==> src/rtl/cla_pkg.sv <==
// Shared defaults and configuration helpers for the pipelined carry-lookahead adder.
package cla_pkg;

    localparam int CLA_WIDTH = 16;
    localparam int CLA_BLK   = 4;

    function automatic int cla_nstg(input int width, input int blk);
        return width / blk;
    endfunction

    function automatic bit cla_cfg_ok(input int width, input int blk);
        return (blk > 0) && (width >= blk) && ((width % blk) == 0);
    endfunction

endpackage

==> src/rtl/cla_block.sv <==
// One BLK-bit carry-lookahead slice: every carry is a flat sum-of-products of g/p/cin.
module cla_block #(
    parameter int BLK = 4
) (
    input  logic [BLK-1:0] a,
    input  logic [BLK-1:0] b,
    input  logic           cin,
    output logic [BLK-1:0] s,
    output logic           cout,
    output logic           G,
    output logic           P
);

    logic [BLK-1:0] g;
    logic [BLK-1:0] p;
    logic [BLK:0]   c;

    // Carry into bit i+1: any generate at j<=i propagated up through i, or cin through all.
    function automatic logic lookahead(input logic [BLK-1:0] gv, input logic [BLK-1:0] pv,
                                       input logic ci, input int i);
        logic acc;
        logic term;
        acc = ci;
        for (int j = 0; j <= i; j++) acc = acc & pv[j];
        for (int j = 0; j <= i; j++) begin
            term = gv[j];
            for (int m = j + 1; m <= i; m++) term = term & pv[m];
            acc = acc | term;
        end
        return acc;
    endfunction

    assign g    = a & b;
    assign p    = a ^ b;
    assign c[0] = cin;

    for (genvar i = 0; i < BLK; i++) begin : g_carry
        assign c[i+1] = lookahead(g, p, cin, i);
    end

    assign s    = p ^ c[BLK-1:0];
    assign cout = c[BLK];
    assign G    = lookahead(g, p, 1'b0, BLK - 1);
    assign P    = &p;

endmodule

==> src/rtl/cla_pipe_adder.sv <==
// Pipelined CLA adder/subtractor: one BLK-bit block per stage, global-enable stall, last stage is the output register.
module cla_pipe_adder
    import cla_pkg::*;
#(
    parameter int WIDTH = CLA_WIDTH,
    parameter int BLK   = CLA_BLK
) (
    input  logic             clk,
    input  logic             rst,
    input  logic             in_valid,
    output logic             in_ready,
    input  logic [WIDTH-1:0] A,
    input  logic [WIDTH-1:0] B,
    input  logic             Carry_in,
    input  logic             Sub,
    output logic             out_valid,
    input  logic             out_ready,
    output logic [WIDTH-1:0] Sum,
    output logic             Carry_out,
    output logic             Overflow
);

    localparam int NSTG = cla_nstg(WIDTH, BLK);

    if (!cla_cfg_ok(WIDTH, BLK)) begin : g_cfg_err
        $error("cla_pipe_adder: WIDTH must be a positive multiple of BLK");
    end

    logic en;

    // Stage registers; operand copies ride along so later stages see their slice.
    logic [NSTG-1:0]            vld_q;
    logic [NSTG-1:0][WIDTH-1:0] a_q, b_q, sum_q;
    logic [NSTG-1:0]            c_q;
    logic                       ovf_q;

    // Per-stage inputs (from ports for stage 0, from the previous stage otherwise).
    logic [NSTG-1:0]            v_in;
    logic [NSTG-1:0][WIDTH-1:0] a_in, b_in, sum_in, sum_d;
    logic [NSTG-1:0]            c_in, c_d;
    logic [NSTG-1:0]            blk_g_unused, blk_p_unused;
    logic                       ovf_d;
    logic [WIDTH-1:0]           b_cond;
    logic                       unused_bits;

    assign en       = !vld_q[NSTG-1] || out_ready;
    assign in_ready = en;
    assign b_cond   = Sub ? ~B : B;

    for (genvar k = 0; k < NSTG; k++) begin : g_stg
        logic [BLK-1:0]   blk_s;
        logic [WIDTH-1:0] s_merged;

        if (k == 0) begin : g_head
            assign v_in[k]   = in_valid;
            assign a_in[k]   = A;
            assign b_in[k]   = b_cond;
            assign sum_in[k] = '0;
            assign c_in[k]   = Sub ? 1'b1 : Carry_in;
        end else begin : g_body
            assign v_in[k]   = vld_q[k-1];
            assign a_in[k]   = a_q[k-1];
            assign b_in[k]   = b_q[k-1];
            assign sum_in[k] = sum_q[k-1];
            assign c_in[k]   = c_q[k-1];
        end

        cla_block #(.BLK(BLK)) u_blk (
            .a    (a_in[k][k*BLK +: BLK]),
            .b    (b_in[k][k*BLK +: BLK]),
            .cin  (c_in[k]),
            .s    (blk_s),
            .cout (c_d[k]),
            .G    (blk_g_unused[k]),
            .P    (blk_p_unused[k])
        );

        always_comb begin
            s_merged                = sum_in[k];
            s_merged[k*BLK +: BLK]  = blk_s;
        end
        assign sum_d[k] = s_merged;
    end

    assign ovf_d = (a_in[NSTG-1][WIDTH-1] == b_in[NSTG-1][WIDTH-1]) &&
                   (sum_d[NSTG-1][WIDTH-1] != a_in[NSTG-1][WIDTH-1]);

    always_ff @(posedge clk) begin
        if (rst) begin
            vld_q <= '0;
            a_q   <= '0;
            b_q   <= '0;
            sum_q <= '0;
            c_q   <= '0;
            ovf_q <= 1'b0;
        end else if (en) begin
            vld_q <= v_in;
            // Data only loads under a valid, so bubbles leave the last result intact.
            for (int k = 0; k < NSTG; k++) begin
                if (v_in[k]) begin
                    a_q[k]   <= a_in[k];
                    b_q[k]   <= b_in[k];
                    sum_q[k] <= sum_d[k];
                    c_q[k]   <= c_d[k];
                end
            end
            if (v_in[NSTG-1]) ovf_q <= ovf_d;
        end
    end

    assign out_valid = vld_q[NSTG-1];
    assign Sum       = sum_q[NSTG-1];
    assign Carry_out = c_q[NSTG-1];
    assign Overflow  = ovf_q;

    assign unused_bits = ^{a_q, b_q};

endmodule
==> config.mk <==
export PLATFORM = sky130hd
export DESIGN_NAME = cla_pipe_adder
export DESIGN_NICKNAME = d
export VERILOG_FILES = /design/src/rtl/cla_pkg.sv /design/src/rtl/cla_block.sv /design/src/rtl/cla_pipe_adder.sv
export SDC_FILE = /design/constraint.sdc
export NUM_CORES = 1
export LEC_CHECK = 0
export BUFFER_PORTS_ARGS = -buffer_cell sky130_fd_sc_hd__buf_4
export CAP_MARGIN = 10
export CORE_ASPECT_RATIO = 1.25
export CORE_MARGIN = 2
export CORE_UTILIZATION = 33
export CTS_CLUSTER_DIAMETER = 50
export DETAILED_ROUTE_END_ITERATION = 10
export GPL_TIMING_DRIVEN = 0
export HOLD_SLACK_MARGIN = 0.06
export SYNTH_ARGS = -nofsm -noshare
export SYNTH_HDL_FRONTEND = slang
export SYNTH_SLANG_ARGS = --single-unit
export TNS_END_PERCENT = 10
==> constraint.sdc <==
create_clock -name clk -period 2.3 [get_ports clk]
set_clock_uncertainty 0.15 [all_clocks]
set_input_delay 0.23 -clock clk [delete_from_list [all_inputs] [get_ports clk]]
set_output_delay 0.23 -clock clk [all_outputs]
set_load 0.03 [all_outputs]
# After elaboration in Yosys (flattened, before gate mapping)
# Index checks and enable logic that the tools add are counted.
[totals] inputBits=38 out_inout_bits=20 reg_bits=145 wordCells=120
[op_classes] reduce_logical=7 n_mux=2 n_eq_ne=2 n_bitwise=93
[ops] operator="$and A1 B1 Y1" count=40
[ops] operator="$or A1 B1 Y1" count=40
[ops] operator="$xor A4 B4 Y4" count=8
[ops] operator="$and A4 B4 Y4" count=4
[ops] operator="$mux W16" count=1
[ops] operator="$not A16 Y16" count=1
[ops] operator="$reduce_and A2 Y1" count=4
[ops] operator="$eq A1 B1 Y1" count=1
[ops] operator="$logic_and A1 B1 Y1" count=1
[ops] operator="$logic_not A1 Y1" count=1
[ops] operator="$logic_or A1 B1 Y1" count=1
[ops] operator="$mux W1" count=1
[ops] operator="$ne A1 B1 Y1" count=1

# Logic depth before layout (Yosys ltp)
# Gate-level depths: netlist of the first run.
[depth] depth_word=11 ltp_mapped=8 depth_no_buf=6

# Cells and area by module
# From an unflattened synthesis of the first run, not the netlist that was laid out.
[hier_totals] hier_cells=535 hier_area_um2=4516.8
[modules_own_cells] module="cla_pipe_adder" instances=1 area_per_inst_um2=3801.1 cells_per_inst=449 seq_area_each_um2=1941.9
[modules_own_cells] module="cla_block at g_stg[2].u_blk ..." instances=2 area_per_inst_um2=185.2 cells_per_inst=24 seq_area_each_um2=0.0
[modules_own_cells] module="cla_block at g_stg[0].u_blk ..." instances=2 area_per_inst_um2=172.7 cells_per_inst=19 seq_area_each_um2=0.0

# Worst setup path before layout of the first run
# OpenSTA, ideal clock, no wires.
[synth_timing] path_type="in2reg" startpoint="in Sub" endpoint="reg sum_q, in the netlist g_stg[1].s_merged[3]" n_path_buf=2 t_required_ns=2.067 setup_time_ns=0.083 arrival_ns=1.817 stages=8 setup_slack_ns=0.251 cell_sequence="buf_4 -> buf_6 -> xor2_1 -> ha_1 -> ha_1 -> o211a_1 -> or2_2 -> o221ai_1"
[synth_between] elab_chain_len=9 elab_cells_between_ends=14 classes_between="mux (2); bitwise (12)"
[synth_lines] item="from (decl)" line="cla_pipe_adder.sv:15" rtl="input logic Sub,"
[synth_lines] item="$mux W16" line="cla_pipe_adder.sv:48" rtl="assign b_cond = Sub ? ~B : B;"
[synth_lines] item="$xor A4 B4 Y4" line="cla_block.sv:34" rtl="assign p = a ^ b;"
[synth_lines] item="$and A1 B1 Y1 (3 in series)" line="cla_block.sv:24" rtl="for (int j = 0; j <= i; j++) acc = acc & pv[j];"
[synth_lines] item="$or A1 B1 Y1 (3 in series)" line="cla_block.sv:28" rtl="acc = acc | term;"
[synth_lines] item="$xor A4 B4 Y4 *" line="cla_block.sv:41" rtl="assign s = p ^ c[BLK-1:0];"
[synth_lines] item="to (signal, indexed assignment)" line="cla_pipe_adder.sv:103" rtl="sum_q[k] <= sum_d[k];"
[synth_lines] item="to (decl)" line="cla_pipe_adder.sv:33" rtl="logic [NSTG-1:0][WIDTH-1:0] a_q, b_q, sum_q;"
# Mark *: on every way between the ends. The rest lies on a longest branch, timed or not.
# A chain may end at the register's enable or synchronous reset.

# Worst setup path after layout of the first run
[layout_timing] startpoint="reg vld_q[3]" endpoint="out in_ready"
[layout_between] elab_chain_len=2
[layout_lines] item="from (decl)" line="cla_pipe_adder.sv:32" rtl="logic [NSTG-1:0] vld_q;"
[layout_lines] item="from (signal assigned)" line="cla_pipe_adder.sv:97" rtl="vld_q <= v_in;"
[layout_lines] item="$logic_not A1 Y1" line="cla_pipe_adder.sv:46" rtl="assign en = !vld_q[NSTG-1] || out_ready;"
[layout_lines] item="$logic_or A1 B1 Y1" line="cla_pipe_adder.sv:46"
[layout_lines] item="to (decl)" line="cla_pipe_adder.sv:11" rtl="output logic in_ready,"
# Every way passes these cells.

==> metrics.csv, run 1 <==
stage,metric,value,unit
grt,Total GRT Usage,17.9,%
clocking,Root Buffer Master,clkbuf_16,
yosys,cell with the most instances after synthesis,dfxtp_1,
place,number of port buffers,54,
yosys,number of synthesized flops with an enable pin,0,
die,I/O pin total,58,
sta,setup TNS,0,ns
detailed_routing,DRT Wirelength,12.8,mm
grt,initial antenna violation count,0,
detailed_routing,DR vias,4246,
critical_path,Critical Path End Type,output pin,
yosys,Mapped Nets,587,
yosys,prevailing post-synth register cell,dfxtp_1,
sta,Final WS setup,0.422,ns
clocking,CTS Buf Count,9,
sta,Final Max Tran Viols,0,
yosys,Syn Area/Cell,8.73,um2
yosys,YS warnings,0,
yosys,largest cells by area after synthesis,"dfxtp_1 42%, a21oi_1 9.6%, o21ai_0 7.9%",
grt,GRT overflow,0,
status,status,completed,
sta,Setup Viol. Count Final,0,
sta,RSZ-0062 raised after global routing,no,
die,Initial Util,33.5,%
pwr,total power,3.75,mW
detailed_routing,drt first pass iters,5,
critical_path,crit path DAT,1.50,ns
clocking,# clock sinks,97,
grt,largest net degree at the start of global routing,17,
die,core area,0.0137,mm2
place,final RePlAce weighted congestion,0.816,
yosys,synthesized cell area,0.00459,mm2
critical_path,Reg2Reg Depth,5,
pwr,LEAKAGE,2.24,nW
sta,FMAX,533,MHz
critical_path,flop-to-flop setup slack,0.43,ns
critical_path,reg2reg end,Overflow,
die,row cnt,48,
sta,worst-margin pin slew,0.680,ns
die,die area,0.0149,mm2
sta,fin crit share,81.6,%
detailed_routing,Detail Route Antenna Nets,0,
min_path,Worst Hold Class,in2reg,
yosys,post-synth cell types,34,
detailed_routing,Avg Vias per Cell,5.35,
yosys,synthesized flop and latch total,97,
critical_path,CP Data Required Time,1.92,ns
yosys,"Seq/Total Area, Yosys",42.3,%
yosys,top cell type's share of synthesized area,42.3,%
pwr,maximum vdd drop,310,uV
sta,"Hold Vio Cnt, Final",0,
critical_path,r2r startpoint,a_in[60],
clocking,clock buffer depth,2,
clocking,H-tree Lvls,3,
die,Die X,109,um
detailed_routing,drt wl/cell,16.1,um
clocking,later-pin clock latency in the skew report,0.35,ns
flow_run,Max-Cap Viols,0,
critical_path,CP Launch Type,flip-flop,
grt,first-pass GRT wire length,20.5,mm
yosys,Commonest cells post-synth,"97 x dfxtp_1, 88 x a21oi_1, 72 x o21ai_0",
clocking,clock slew at reported path FFs,0.07,ns
finish,nets,676,
detailed_routing,Detailed Route Iter0 Violations,314,
place,pre-CTS WS,0.101,ns
clocking,Post-CTS Setup Inserts,0,
finish,layout cells sized above 1,17.4,%
critical_path,Worst setup endpoint,in_ready,
finish,Layout area overhead,25.5,%
critical_path,Max Fanout on Critical Path,10,
critical_path,kind of critical path,reg2out,
yosys,Post-synth ARST share,0,%
finish,n_diodes,0,
detailed_routing,# DRC,0,
sta,post-route minimum period,1.88,ns
place,post-detail-place hpwl,9.62,mm
finish,fillers,1378,
clocking,CTS tree,built,
sta,Max transition margin,54.7,%
yosys,Yosys top cell by area,dfxtp_1,
pwr,Cell Pwr Density,652,mW/mm2
die,Die Ht,136,um
grt,vias in the first global route,4096,
yosys,Mapped Cells,525,
critical_path,CP startpoint,vld_q[3],
critical path: stages, from the launching register on:
cell and delay [ns]:
dfxtp_1 0.35, nor2b_4 0.15, buf_6 0.15, clkinv_4 0.09, buf_2 0.22, buf_4 0.20
power breakdown:
group	switching [mW]	leakage, nW	internal (mW)
clock	0.658	0.141	0.874
sequential	0.0414	0.790	1.74
combinational	0.235	1.31	0.201
total	0.934	2.24	2.82
through the flow:
stage,instances,instance area (um2),utilization [%],hold slack [ns]
3_5_place_dp,754,5210,38.0,0.307
3_3_place_gp,754,5210,38.0,0.305
5_1_grt,794,5760,42.0,0.106
6_report,794,5760,42.0,0.0968
2_1_floorplan,525,4590,-,0.228
4_1_cts,794,5760,42.0,0.0987
placed cells by master (no fill, tap or decap), types with 6 or more instances in the layout:
cell type | netlist | final
dfxtp_1 | 97 | 97
a21oi_1 | 88 | 88
o21ai_0 | 72 | 72
nand3_1 | 65 | 65
buf_4 | 5 | 59
dlygate4sd3_1 | 0 | 24
a211oi_1 | 20 | 20
ha_1 | 20 | 20
clkbuf_1 | 19 | 19
buf_2 | 16 | 16
xnor2_1 | 16 | 16
nor2_1 | 11 | 11
o2111ai_1 | 9 | 9
clkbuf_16 | 0 | 9
nand4b_1 | 8 | 8
buf_6 | 7 | 7
inv_1 | 6 | 6
buf_1 | 6 | 6
nand2_1 | 6 | 6
cell families after synthesis:
group	share of synthesized area, %
AO/OA/AOI/OAI	26.4
XOR/XNOR	3.82
adder cells (fa/ha/maj)	7.20
buffers and inverters	7.20
flip-flops	42.3
AND/OR/NAND/NOR	13.1
registers in the layout, summed over array words and instances, names as in the netlist:
name / cells
g_stg.s_merged: 24
Overflow: 1
c_q: 4
b_in: 24
Sum: 16
vld_q: 4
a_in: 24
worst min path at each step:
stage                          from                   end  cells after the start
2_1_floorplan                 A[14]              a_in[30]                      2
3_5_place_dp   g_stg[2].s_merged[2]  g_stg[3].s_merged[2]                      2
6_report                   in_valid  g_stg[1].s_merged[2]                      3
3_3_place_gp               b_in[47]              b_in[63]                      2
4_1_cts                    in_valid  g_stg[1].s_merged[2]                      3
5_1_grt                    in_valid  g_stg[1].s_merged[2]                      3
layer usage:
layer	wire, um	GRT usage [%]	part of all wire [%]	up-vias
li1	-	-	-	2096
met1	5290	21.5	41	1979
met2	6370	30.0	50	145
met3	681	3.27	5.3	26
met4	430	9.70	3.4	0
met5	0	0	0	-
cell type report:
| class | count | area, um2 | share of cell area [%] |
|---|---|---|---|
| Tap cell | 175 | 219 | 3.80 |
| Inverter | 8 | 35.0 | 0.609 |
| Timing Repair Buffer | 78 | 646 | 11.2 |
| Clock inverter | 6 | 66.3 | 1.15 |
| Multi-Input combinational cell | 366 | 2310 | 40.2 |
| Clock buffer | 10 | 239 | 4.15 |
| Buffer | 54 | 295 | 5.13 |
| Sequential cell | 97 | 1940 | 33.7 |
what timing repair did:
action / in CTS / in global routing
setup endpoints to repair: 0 / 0
hold endpoints to repair: 24 / 0
hold buffers: 24 / 0
resized for setup: 0 / 0
No activity file was read; power rests on OpenSTA's default activity.
==> run 2, diff against run 1 <==
--- a/config.mk
+++ b/config.mk
@@ -5,6 +5,7 @@
 export SDC_FILE = /design/constraint.sdc
 export NUM_CORES = 1
 export LEC_CHECK = 0
+export ABC_AREA = 1
 export BUFFER_PORTS_ARGS = -buffer_cell sky130_fd_sc_hd__buf_4
 export CAP_MARGIN = 10
 export CORE_ASPECT_RATIO = 1.25
==> constraint.sdc (replaced) <==
create_clock -name clk -period 1.86 [get_ports clk]
set_clock_uncertainty 0.15 [all_clocks]
set_input_delay 0.186 -clock clk [delete_from_list [all_inputs] [get_ports clk]]
set_output_delay 0.186 -clock clk [all_outputs]
set_load 0.03 [all_outputs]
==> metrics.csv, run 2 <==
stage,metric,value,unit
grt,GRT Max-Usage Layer,met2,
yosys,post-synthesis adder-cell area fraction,7.76,%
die,Die X,106,um
finish,n_diodes,0,
critical_path,Max Fanout on Critical Path,3,
detailed_routing,Detailed Route Iter0 Violations,151,
pwr,Cell Pwr Density,894,mW/mm2
yosys,cell with the most instances after synthesis,nor2_1,
grt,initial antenna violation count,0,
critical_path,CP Launch Type,flip-flop,
die,I/O pin total,58,
pwr,Net Sw Frac,24.7,%
finish,Multi-input gate area,0.00197,mm2
detailed_routing,Detail Route Antenna Nets,0,
sta,RSZ-0062 raised after global routing,no,
yosys,Post-synth ARST share,0,%
place,post-detail-place hpwl,7.15,mm
clocking,# clock sinks,97,
clocking,Root Buffer Master,clkbuf_16,
yosys,Mapped Cells,522,
die,Initial Util,33.6,%
clocking,CTS Buf Count,9,
finish,sequential cell area,0.00194,mm2
clocking,Post-CTS Setup Inserts,0,
flow_run,Max-Cap Viols,0,
pwr,LEAKAGE,2.42,nW
sta,fin crit share,93.4,%
sta,Setup Viol. Count Final,0,
grt,met1 Track Usage GR,17.0,%
finish,nets,669,
pwr,Int Power,3.62,mW
finish,Layout area overhead,26.4,%
finish,most frequent cells in the layout,"126 x nor2_1, 96 x dfxtp_1, 76 x o21ai_0",
yosys,top cell type's share of synthesized area,45.6,%
status,status,completed,
detailed_routing,DR vias,3508,
yosys,post-synth cell types,27,
place,final RePlAce weighted congestion,0.790,
detailed_routing,DRT Wirelength,9.32,mm
yosys,synthesized flop and latch total,97,
detailed_routing,# DRC,0,
yosys,prevailing post-synth register cell,dfxtp_1,
sta,"Hold Vio Cnt, Final",0,
detailed_routing,Avg Vias per Cell,4.50,
detailed_routing,drt wl/cell,12.0,um
yosys,Syn Area/Cell,8.16,um2
pwr,logic gate share of total power,14.2,%
detailed_routing,drt first pass iters,4,
critical_path,Critical Path End Type,flip-flop,
yosys,Mapped Nets,584,
grt,first-pass GRT wire length,15.5,mm
clocking,H-tree Lvls,3,
yosys,Synth Area in Simple Gates,18.0,%
clocking,clock buffer depth,2,
sta,Final Max Tran Viols,0,
pwr,Psw,1.19,mW
grt,Global Route met2 Usage,24.8,%
grt,largest net degree at the start of global routing,15,
grt,met3 track demand over resource,3.08,%
clocking,clock slew at reported path FFs,0.06,ns
critical_path,flop-to-flop setup slack,0.12,ns
grt,vias in the first global route,3319,
finish,fillers,1319,
sta,post-route minimum period,1.74,ns
min_path,Worst Hold Class,in2reg,
finish,layout cells sized above 1,17.7,%
sta,worst-margin pin slew,0.558,ns
pwr,maximum vdd drop,408,uV
place,Placed Area,0.00489,mm2
sta,Max transition margin,62.8,%
finish,"most common cell after layout, fill and taps aside",nor2_1,
yosys,synthesized cell area,0.00426,mm2
pwr,sequential power share,47.5,%
die,core area,0.0127,mm2
yosys,post-synthesis xor/xnor area fraction,4.94,%
place,number of port buffers,55,
yosys,largest family of logic cells by synthesized area,simple AND/OR/NAND/NOR gates,
critical_path,CP Data Required Time,1.95,ns
sta,Worst Hold Margin,0.0675,ns
die,row cnt,46,
yosys,number of synthesized flops with an enable pin,0,
yosys,largest cells by area after synthesis,"dfxtp_1 46%, nor2_1 11%, o21ai_0 8.9%",
die,die area,0.0138,mm2
pwr,Clock power frac,38.3,%
clocking,later-pin clock latency in the skew report,0.34,ns
clocking,CTS tree,built,
yosys,compound-cell area share of the yosys netlist,15.4,%
grt,GRT overflow,0,
yosys,Commonest cells post-synth,"126 x nor2_1, 97 x dfxtp_1, 76 x o21ai_0",
yosys,YS warnings,0,
critical_path,crit path DAT,1.83,ns
critical_path,kind of critical path,reg2reg,
sta,FMAX,576,MHz
grt,Total GRT Usage,14.2,%
yosys,"Seq/Total Area, Yosys",45.6,%
die,Die Ht,131,um
yosys,Yosys top cell by area,dfxtp_1,
finish,design area,0.00538,mm2
yosys,post-synthesis mux area share,0,%
-- run 2: timing repair --
item,4_1_cts,5_1_grt
hold endpoints to repair,21,0
hold buffers,19,0
resized for setup,0,1
setup endpoints to repair,0,1
-- run 2: per-layer routing --
metal | up-vias | routed length (um)
met3 | 10 | 370
met4 | 0 | 170
met2 | 77 | 4490
met5 | - | 0
li1 | 1859 | -
met1 | 1562 | 4290
-- run 2: logic make-up after synthesis --
group | after synthesis
and+or+nand+nor | 184
AOI/OAI and AO/OA | 124
DFF | 97
buffers and inverters | 69
xor gates and xnor gates | 24
adders and majority gates | 24
-- run 2: final cells by class --
cell class | count | area share, %
clock buffers | 12 | 4.77
inverters | 41 | 2.95
repair buffers | 74 | 11.2
well taps | 168 | 3.91
clock inverters | 3 | 0.744
multi-input cells | 356 | 36.6
flip-flops and latches | 97 | 36.1
plain buffers | 28 | 3.72
-- run 2: final timing paths --
| path | from | endpoint | cells after the start |
|---|---|---|---|
| hold reg to reg | b_in[27] | b_in[27] | 2 |
| setup reg to reg | b_in[40] | g_stg[3].s_merged[11] | 10 |
| setup / recovery | b_in[40] | g_stg[3].s_merged[11] | 10 |
| hold / removal | B[12] | b_in[28] | 4 |
-- run 2: per-stage QoR --
stage               utilization [%]  setup WS (ns)  TNS, ns  std cells  power, mW
detailed placement             38.6         -0.136   -0.381        745       2.99
global placement               38.6        -0.0958   -0.257        745       2.97
finish                         42.5          0.123        0        779       4.81
floorplan                         -        0.00710        0        522       2.77
CTS                            42.5          0.102        0        779       4.85
global route                   42.5        0.00492        0        779       5.04
-- run 2: critical path, cell delays in order (launching register included) --
cell	delay, ns
dfxtp_1	0.38
ha_1	0.25
ha_1	0.19
o21ai_0	0.16
nand2_1	0.10
nand2_1	0.09
nand2_1	0.07
nand2_1	0.06
nand3_1	0.09
nand2_1	0.08
inv_1	0.03
-- run 2: power groups by stage --
stage | Sequential [mW] | Combinational (mW) | Clock (mW)
CTS | 2.28 | 0.693 | 1.87
floorplan | 2.34 | 0.436 | 0
global route | 2.30 | 0.777 | 1.96
global placement | 2.32 | 0.647 | 0
detailed placement | 2.33 | 0.659 | 0
finish | 2.28 | 0.684 | 1.84
